--- src/rtl/hdmi_pkg.sv ---
// hdmi_pkg: shared definitions for the HDMI video timing path.
//   CNT_W              - width of the horizontal / vertical position counters
//   VGA_800x600_*      - 800x600 timing set (pixels / lines per region)
//   VGA_1024x768_*     - 1024x768 timing set
//   region_e           - region of a scan axis (ACTIVE, FRONT, SYNC, BACK)
//   run_state_e        - frame sequencer state (RUN, IDLE)
//   axis_total()       - total length of one axis from its four region lengths
package hdmi_pkg;

    localparam int CNT_W = 11;

    localparam int unsigned VGA_800x600_HAPIX = 800;
    localparam int unsigned VGA_800x600_HFPOR = 40;
    localparam int unsigned VGA_800x600_HSPUL = 128;
    localparam int unsigned VGA_800x600_HBPOR = 88;
    localparam int unsigned VGA_800x600_VAPIX = 600;
    localparam int unsigned VGA_800x600_VFPOR = 1;
    localparam int unsigned VGA_800x600_VSPUL = 4;
    localparam int unsigned VGA_800x600_VBPOR = 23;

    localparam int unsigned VGA_1024x768_HAPIX = 1024;
    localparam int unsigned VGA_1024x768_HFPOR = 24;
    localparam int unsigned VGA_1024x768_HSPUL = 136;
    localparam int unsigned VGA_1024x768_HBPOR = 160;
    localparam int unsigned VGA_1024x768_VAPIX = 768;
    localparam int unsigned VGA_1024x768_VFPOR = 3;
    localparam int unsigned VGA_1024x768_VSPUL = 6;
    localparam int unsigned VGA_1024x768_VBPOR = 29;

    typedef enum logic [1:0] {
        ACTIVE = 2'd0,
        FRONT  = 2'd1,
        SYNC   = 2'd2,
        BACK   = 2'd3
    } region_e;

    typedef enum logic {
        RUN  = 1'b0,
        IDLE = 1'b1
    } run_state_e;

    function automatic int unsigned axis_total(input int unsigned a, input int unsigned f,
                                               input int unsigned s, input int unsigned b);
        return a + f + s + b;
    endfunction

endpackage

--- src/rtl/hdmi_axis_timer.sv ---
// hdmi_axis_timer: position counter plus region FSM for one scan axis
// (used once for pixels within a line, once for lines within a frame).
//   clk      - pixel clock
//   srst     - synchronous active-high reset (count 0, region ACTIVE)
//   adv_i    - advance the position by one
//   hold_i   - force the position to 0 / region ACTIVE
//   cnt_o    - current position, 0 .. total-1
//   region_o - region that cnt_o falls in
//   wrap_o   - high on the advancing cycle at position total-1
module hdmi_axis_timer
    import hdmi_pkg::*;
#(
    parameter int unsigned ALEN = 800,
    parameter int unsigned FLEN = 40,
    parameter int unsigned SLEN = 128,
    parameter int unsigned BLEN = 88
) (
    input  logic             clk,
    input  logic             srst,
    input  logic             adv_i,
    input  logic             hold_i,
    output logic [CNT_W-1:0] cnt_o,
    output region_e          region_o,
    output logic             wrap_o
);

    localparam int unsigned TOTAL = axis_total(ALEN, FLEN, SLEN, BLEN);
    // Last position of each region; the FSM steps on these.
    localparam logic [CNT_W-1:0] A_END = CNT_W'(ALEN - 1);
    localparam logic [CNT_W-1:0] F_END = CNT_W'(ALEN + FLEN - 1);
    localparam logic [CNT_W-1:0] S_END = CNT_W'(ALEN + FLEN + SLEN - 1);
    localparam logic [CNT_W-1:0] LAST  = CNT_W'(TOTAL - 1);

    logic [CNT_W-1:0] cnt_q, cnt_d;
    region_e          region_q, region_d;

    always_ff @(posedge clk) begin
        if (srst) begin
            cnt_q    <= '0;
            region_q <= ACTIVE;
        end else begin
            cnt_q    <= cnt_d;
            region_q <= region_d;
        end
    end

    always_comb begin
        cnt_d    = cnt_q;
        region_d = region_q;
        wrap_o   = 1'b0;
        if (hold_i) begin
            cnt_d    = '0;
            region_d = ACTIVE;
        end else if (adv_i) begin
            if (cnt_q == LAST) begin
                cnt_d  = '0;
                wrap_o = 1'b1;
            end else begin
                cnt_d = cnt_q + CNT_W'(1);
            end
            case (region_q)
                ACTIVE:  if (cnt_q == A_END) region_d = FRONT;
                FRONT:   if (cnt_q == F_END) region_d = SYNC;
                SYNC:    if (cnt_q == S_END) region_d = BACK;
                default: if (cnt_q == LAST)  region_d = ACTIVE;
            endcase
        end
    end

    assign cnt_o    = cnt_q;
    assign region_o = region_q;

endmodule

--- src/rtl/hdmi_timing_ctrl.sv ---
// hdmi_timing_ctrl: video timing generator and pixel scheduler.
//   clock_pixel             - pixel clock
//   reset                   - synchronous active-high reset
//   iEnable                 - low: finish the current frame, then idle at frame start
//   iRed/iGreen/iBlue       - source pixel data, qualified by iValid
//   iValid                  - source data valid
//   iClearErr               - clears oUnderflow (a simultaneous new underflow wins)
//   oRequest                - one pixel requested per high cycle
//   oFrameStart             - pulse with the first oRequest of each frame
//   SYNC_H/SYNC_V           - active-low syncs
//   DE                      - data enable, one cycle after oRequest
//   oRed/oGreen/oBlue       - registered pixel data aligned with DE
//   oUnderflow              - sticky: iValid was low for a DE pixel
// Pipeline: stage 0 = counters, stage 1 = request/region decode, stage 2 = DE,
// syncs and pixels. Source data is captured on the edge that closes the
// oRequest cycle, which is the edge that raises DE, so it appears on the
// outputs in the same cycle as DE.
module hdmi_timing_ctrl
    import hdmi_pkg::*;
#(
    parameter int unsigned HAPIX = VGA_800x600_HAPIX,
    parameter int unsigned HFPOR = VGA_800x600_HFPOR,
    parameter int unsigned HSPUL = VGA_800x600_HSPUL,
    parameter int unsigned HBPOR = VGA_800x600_HBPOR,
    parameter int unsigned VAPIX = VGA_800x600_VAPIX,
    parameter int unsigned VFPOR = VGA_800x600_VFPOR,
    parameter int unsigned VSPUL = VGA_800x600_VSPUL,
    parameter int unsigned VBPOR = VGA_800x600_VBPOR
) (
    input  logic       clock_pixel,
    input  logic       reset,
    input  logic       iEnable,
    input  logic [7:0] iRed,
    input  logic [7:0] iGreen,
    input  logic [7:0] iBlue,
    input  logic       iValid,
    input  logic       iClearErr,
    output logic       oRequest,
    output logic       oFrameStart,
    output logic       SYNC_H,
    output logic       SYNC_V,
    output logic       DE,
    output logic [7:0] oRed,
    output logic [7:0] oGreen,
    output logic [7:0] oBlue,
    output logic       oUnderflow
);

    // ---------------- stage 0: run/idle control and counters ----------------
    run_state_e       run_q, run_d;
    logic             run_now;
    logic [CNT_W-1:0] hc, vc;
    region_e          h_region, v_region;
    logic             h_wrap, v_wrap;

    // In IDLE the counters already sit at (0,0), so the first cycle with
    // iEnable high is itself position (0,0) of the new frame.
    assign run_now = (run_q == RUN) || iEnable;

    always_ff @(posedge clock_pixel) begin
        if (reset) run_q <= RUN;
        else       run_q <= run_d;
    end

    always_comb begin
        run_d = run_q;
        if (run_q == RUN) begin
            if (h_wrap && v_wrap && !iEnable) run_d = IDLE;
        end else if (iEnable) begin
            run_d = RUN;
        end
    end

    hdmi_axis_timer #(.ALEN(HAPIX), .FLEN(HFPOR), .SLEN(HSPUL), .BLEN(HBPOR)) u_htimer (
        .clk      (clock_pixel),
        .srst     (reset),
        .adv_i    (run_now),
        .hold_i   (!run_now),
        .cnt_o    (hc),
        .region_o (h_region),
        .wrap_o   (h_wrap)
    );

    hdmi_axis_timer #(.ALEN(VAPIX), .FLEN(VFPOR), .SLEN(VSPUL), .BLEN(VBPOR)) u_vtimer (
        .clk      (clock_pixel),
        .srst     (reset),
        .adv_i    (run_now && h_wrap),
        .hold_i   (!run_now),
        .cnt_o    (vc),
        .region_o (v_region),
        .wrap_o   (v_wrap)
    );

    // ---------------- stage 1: request and region decode ----------------
    logic req_q, req_d, fs_q, fs_d, hs_q, hs_d, vs_q, vs_d;

    always_comb begin
        req_d = run_now && (h_region == ACTIVE) && (v_region == ACTIVE);
        fs_d  = run_now && (hc == '0) && (vc == '0);
        hs_d  = run_now && (h_region == SYNC);
        vs_d  = run_now && (v_region == SYNC);
    end

    always_ff @(posedge clock_pixel) begin
        if (reset) begin
            req_q <= 1'b0;
            fs_q  <= 1'b0;
            hs_q  <= 1'b0;
            vs_q  <= 1'b0;
        end else begin
            req_q <= req_d;
            fs_q  <= fs_d;
            hs_q  <= hs_d;
            vs_q  <= vs_d;
        end
    end

    // ---------------- stage 2: DE, syncs, pixels, underflow ----------------
    logic       de_q, sync_h_q, sync_v_q, uf_q, uf_d;
    logic [7:0] red_q, red_d, green_q, green_d, blue_q, blue_d;
    logic       pix_ok;

    always_comb begin
        pix_ok  = req_q && iValid;
        red_d   = pix_ok ? iRed   : 8'd0;
        green_d = pix_ok ? iGreen : 8'd0;
        blue_d  = pix_ok ? iBlue  : 8'd0;
        // A new underflow takes priority over a clear on the same cycle.
        uf_d    = uf_q;
        if (req_q && !iValid) uf_d = 1'b1;
        else if (iClearErr)   uf_d = 1'b0;
    end

    always_ff @(posedge clock_pixel) begin
        if (reset) begin
            de_q     <= 1'b0;
            sync_h_q <= 1'b1;
            sync_v_q <= 1'b1;
            red_q    <= 8'd0;
            green_q  <= 8'd0;
            blue_q   <= 8'd0;
            uf_q     <= 1'b0;
        end else begin
            de_q     <= req_q;
            sync_h_q <= !hs_q;
            sync_v_q <= !vs_q;
            red_q    <= red_d;
            green_q  <= green_d;
            blue_q   <= blue_d;
            uf_q     <= uf_d;
        end
    end

    assign oRequest    = req_q;
    assign oFrameStart = fs_q;
    assign DE          = de_q;
    assign SYNC_H      = sync_h_q;
    assign SYNC_V      = sync_v_q;
    assign oRed        = red_q;
    assign oGreen      = green_q;
    assign oBlue       = blue_q;
    assign oUnderflow  = uf_q;

endmodule

--- config.mk ---
export PLATFORM = sky130hd
export DESIGN_NAME = hdmi_timing_ctrl
export DESIGN_NICKNAME = d
export VERILOG_FILES = /design/src/rtl/hdmi_pkg.sv /design/src/rtl/hdmi_axis_timer.sv /design/src/rtl/hdmi_timing_ctrl.sv
export SDC_FILE = /design/constraint.sdc
export NUM_CORES = 1
export LEC_CHECK = 0
export CAP_MARGIN = 20
export CORE_MARGIN = 8
export CORE_UTILIZATION = 44
export DETAILED_ROUTE_END_ITERATION = 10
export PLACE_DENSITY = 0.75
export SYNTH_ARGS = -nofsm -noshare
export SYNTH_HDL_FRONTEND = slang
export SYNTH_HIERARCHICAL = 1
export SYNTH_SLANG_ARGS = --single-unit
export TNS_END_PERCENT = 5
--- constraint.sdc ---
create_clock -name clock_pixel -period 2.86 [get_ports clock_pixel]
set_clock_uncertainty 0.15 [all_clocks]
set_input_delay 0.858 -clock clock_pixel [delete_from_list [all_inputs] [get_ports clock_pixel]]
set_output_delay 0.858 -clock clock_pixel [all_outputs]
set_load 0.01 [all_outputs]
==> results.cfg <==
[worst_hold_path]
hp-class = flop to flop
min_delay_path_depth = 1

[pwr]
pwr-share-clk = 0.457
pwr-share-seq = 0.477
netSwitchingFraction = 0.212
power.total_mw = 1.77
pwr-share-comb = 0.066
peakVddDrop_uv = 330
internal-power_mw = 1.40
p_sw_uw = 377
p_leak_nw = 1.43
cellPowerDensity_nw_per_um2 = 511

[critical_path]
r2r_cells = 10
critPathKind = primary input to flop
critPathCaptureType = flop
required_ns = 2.93
critPathLaunch = iEnable
reg2reg_from = u_htimer/cnt_o[0]$_SDFFE_PP0P_
critical_path.max_fanout = 4
arrival_ns = 2.51
cp-start-kind = primary input
worstReg2RegEnd = u_vtimer/cnt_o[10]$_SDFFE_PP0P_
cp-endpoint = u_vtimer/cnt_o[10]$_SDFFE_PP0P_
r2r_slack_ns = 0.51

[synth]
synth_top_area_frac = 0.469
avgSynthCellArea_um2 = 9.83
syn_nets = 297
ys_ff_latch = 59
synthFlopType = dfxtp_1
postSynth.asyncResetShare = 0
syn-cell-area_um2 = 2520
ys_types = 46
yosys_warnings = 6
synthTopCellsByCount = dfxtp_1 (59), nor2_1 (30), and3_1 (25), nand2_1 (16), ha_1 (12)
synth_top_area_cell = dfxtp_1
syn_inst = 256
yosys-top-cells-area = dfxtp_1 (47%), and3_1 (6.2%), ha_1 (6.0%), nor2_1 (4.5%), xnor2_1 (3.5%)
synth.most_common_cell = dfxtp_1
ys_seq_area_frac = 0.469
synth_edf_count = 0

[clock_network]
cts_buffers = 9
insertion_delay_ns = 0.33
holdBufCountCts = 0
cts_root_buf = clkbuf_8
clk_pin_slew_worst_paths_ns = 0.07
cts_setup_buffers = 0
cts_tree = built
ctsHtreeMaxLevel = 3
cts_sinks = 59
clk_path_buf_depth = 2

[layout]
fin_util = 0.630
fill_cells = 459
layout-drive-gt1-share = 0.144
nNetsFinal = 370
synthToLayoutAreaGrowth_pct = 37.9
regArea_um2 = 1180
antenna_cells = 0
multiInputGateArea_um2 = 1280
final_cells = 406

[routing]
wl_per_cell_um = 14.1
wirelength_um = 5730
first_pass_iters = 4
ant_nets = 0
vias_per_cell = 5.03
route.detailed.drc = 0
drtIter0Drc = 111
dr_total_vias = 2041

[timing]
fmax_ghz = 0.410
tightest_slew_ns = 0.423
drv_slew = 0
setup_tns_ns = 0
layout_worst_path_cycle_share = 0.853
hold_viol = 0
finalWorstSetupSlack_ns = 0.420
rsz0062_at_grt = false
setup_viol = 0
fin_crit_ns = 2.44
slew_headroom = 0.718

[placed_design]
gp_congestion = 0.864
portBuffers = 58
dp_hpwl_um = 4290
dpl.cell_count = 390
place_ws_ns = -0.311

[die]
die_area_um2 = 8400
fp-row-count = 27
top_level_ports = 59
core_region_area_um2 = 5510
start_util = 0.457
dieWidth_um = 91.6
die_h_um = 91.6

[global_routing]
grt_pass1_vias = 1911
antenna_found_initial = 0
track_usage = 0.141
grt_overflow = 0
grt_max_degree = 26
grt_pass1_wl_um = 9580

[status]
status = finished, final reports clean

[flow_run]
drv_cap = 0
==> registers in the layout, summed over array words and instances (netlist names) <==
signal             flops
DE                     1
SYNC_H                 1
SYNC_V                 1
hs_q                   1
oBlue                  8
oFrameStart            1
oGreen                 8
oRed                   8
oRequest               1
oUnderflow             1
run_q                  1
u_htimer/cnt_o        11
u_htimer/region_o      2
u_vtimer/cnt_o        11
u_vtimer/region_o      2
vs_q                   1
==> cells by family (layout without fill, tap and decap cells) <==
family	Yosys count	in the layout	synth area share
and+or+nand+nor	128	128	0.294
DFF	59	59	0.469
xor gates and xnor gates	20	20	0.0696
AOI/OAI and AO/OA	17	17	0.0567
buffers and inverters	16	94	0.0348
adders and majority gates	12	12	0.0596
muxes	4	4	0.0159
==> worst min path at each step <==
stage / from / to / slack (ns)
finish: vs_q$_SDFF_PP0_ / SYNC_V$_SDFF_PP1_ / 0.22
global route: vs_q$_SDFF_PP0_ / SYNC_V$_SDFF_PP1_ / 0.23
CTS: vs_q$_SDFF_PP0_ / SYNC_V$_SDFF_PP1_ / 0.22
detailed placement: vs_q$_SDFF_PP0_ / SYNC_V$_SDFF_PP1_ / 0.21
global placement: hs_q$_SDFF_PP0_ / SYNC_H$_SDFF_PP1_ / 0.21
floorplan: hs_q$_SDFF_PP0_ / SYNC_H$_SDFF_PP1_ / 0.21
==> placed cells by master, fill, tap and decap left out, types with 2 or more instances in the layout <==
cell / netlist / layout
dfxtp_1: 59 / 59
clkdlybuf4s50_1: 0 / 57
nor2_1: 30 / 29
and3_1: 25 / 25
nand2_1: 16 / 16
buf_4: 0 / 12
ha_1: 12 / 12
xnor2_1: 10 / 10
xor2_1: 10 / 10
clkbuf_8: 0 / 9
inv_1: 8 / 8
nand4_1: 7 / 7
nand3_1: 8 / 7
nor3_1: 7 / 6
nor4_1: 5 / 5
nand2b_1: 5 / 4
mux2i_1: 4 / 4
nor3_2: 3 / 3
clkinvlp_4: 0 / 3
o211ai_1: 3 / 3
a21oi_1: 2 / 2
or3_1: 2 / 2
nor3b_2: 2 / 2
bufinv_16: 0 / 2
clkinv_2: 0 / 2
and3_2: 2 / 2
nor2b_1: 2 / 2
o21ai_0: 2 / 2
and4_1: 2 / 2
and4bb_1: 2 / 2
==> power groups by stage <==
stage | clock network (mW) | registers (mW) | logic (mW)
floorplan | 0 | 0.870 | 0.0364
global placement | 0 | 0.864 | 0.116
CTS | 0.840 | 0.845 | 0.118
global route | 0.878 | 0.847 | 0.127
finish | 0.812 | 0.846 | 0.117
detailed placement | 0 | 0.864 | 0.117
==> critical path, stage by stage <==
cell and delay [ns]:
dlymetal6s2s_1 0.10, nand2b_4 0.14, nand3_2 0.07, or2_4 0.27
nor3_4 0.19, and2_4 0.17, nand4_1 0.19, nor2_1 0.20
nand3_1 0.11, xor2_1 0.16, nor2_1 0.05
==> stage by stage <==
stage | hold slack [ns] | instance area (µm²)
after floorplan | 0.205 | 2530
after global placement | 0.209 | 3230
after detailed placement | 0.215 | 3230
after CTS | 0.221 | 3440
after global routing | 0.230 | 3470
final | 0.217 | 3470
==> layer usage <==
layer	part of all wire	wire length, µm	GRT usage	vias up
met5	0	0	0	-
met4	0.0098	56	0.0573	0
met3	0.079	452	0.0603	5
met2	0.44	2510	0.205	67
met1	0.47	2710	0.177	934
li1	-	-	-	1035
==> layout make-up <==
cell class	instances	share of cell area
clock buffers	9	0.0357
clock inverters	7	0.0267
flip-flops and latches	59	0.340
inverters	8	0.00865
well taps	72	0.0260
multi-input cells	181	0.369
repair buffers	70	0.194
==> what timing repair did <==
action / CTS / global route
setup endpoints to repair: 0 / 7
resized for setup: 0 / 7
endpoints found under the hold margin: 0 / 0
No activity file was read; power rests on OpenSTA's default activity.
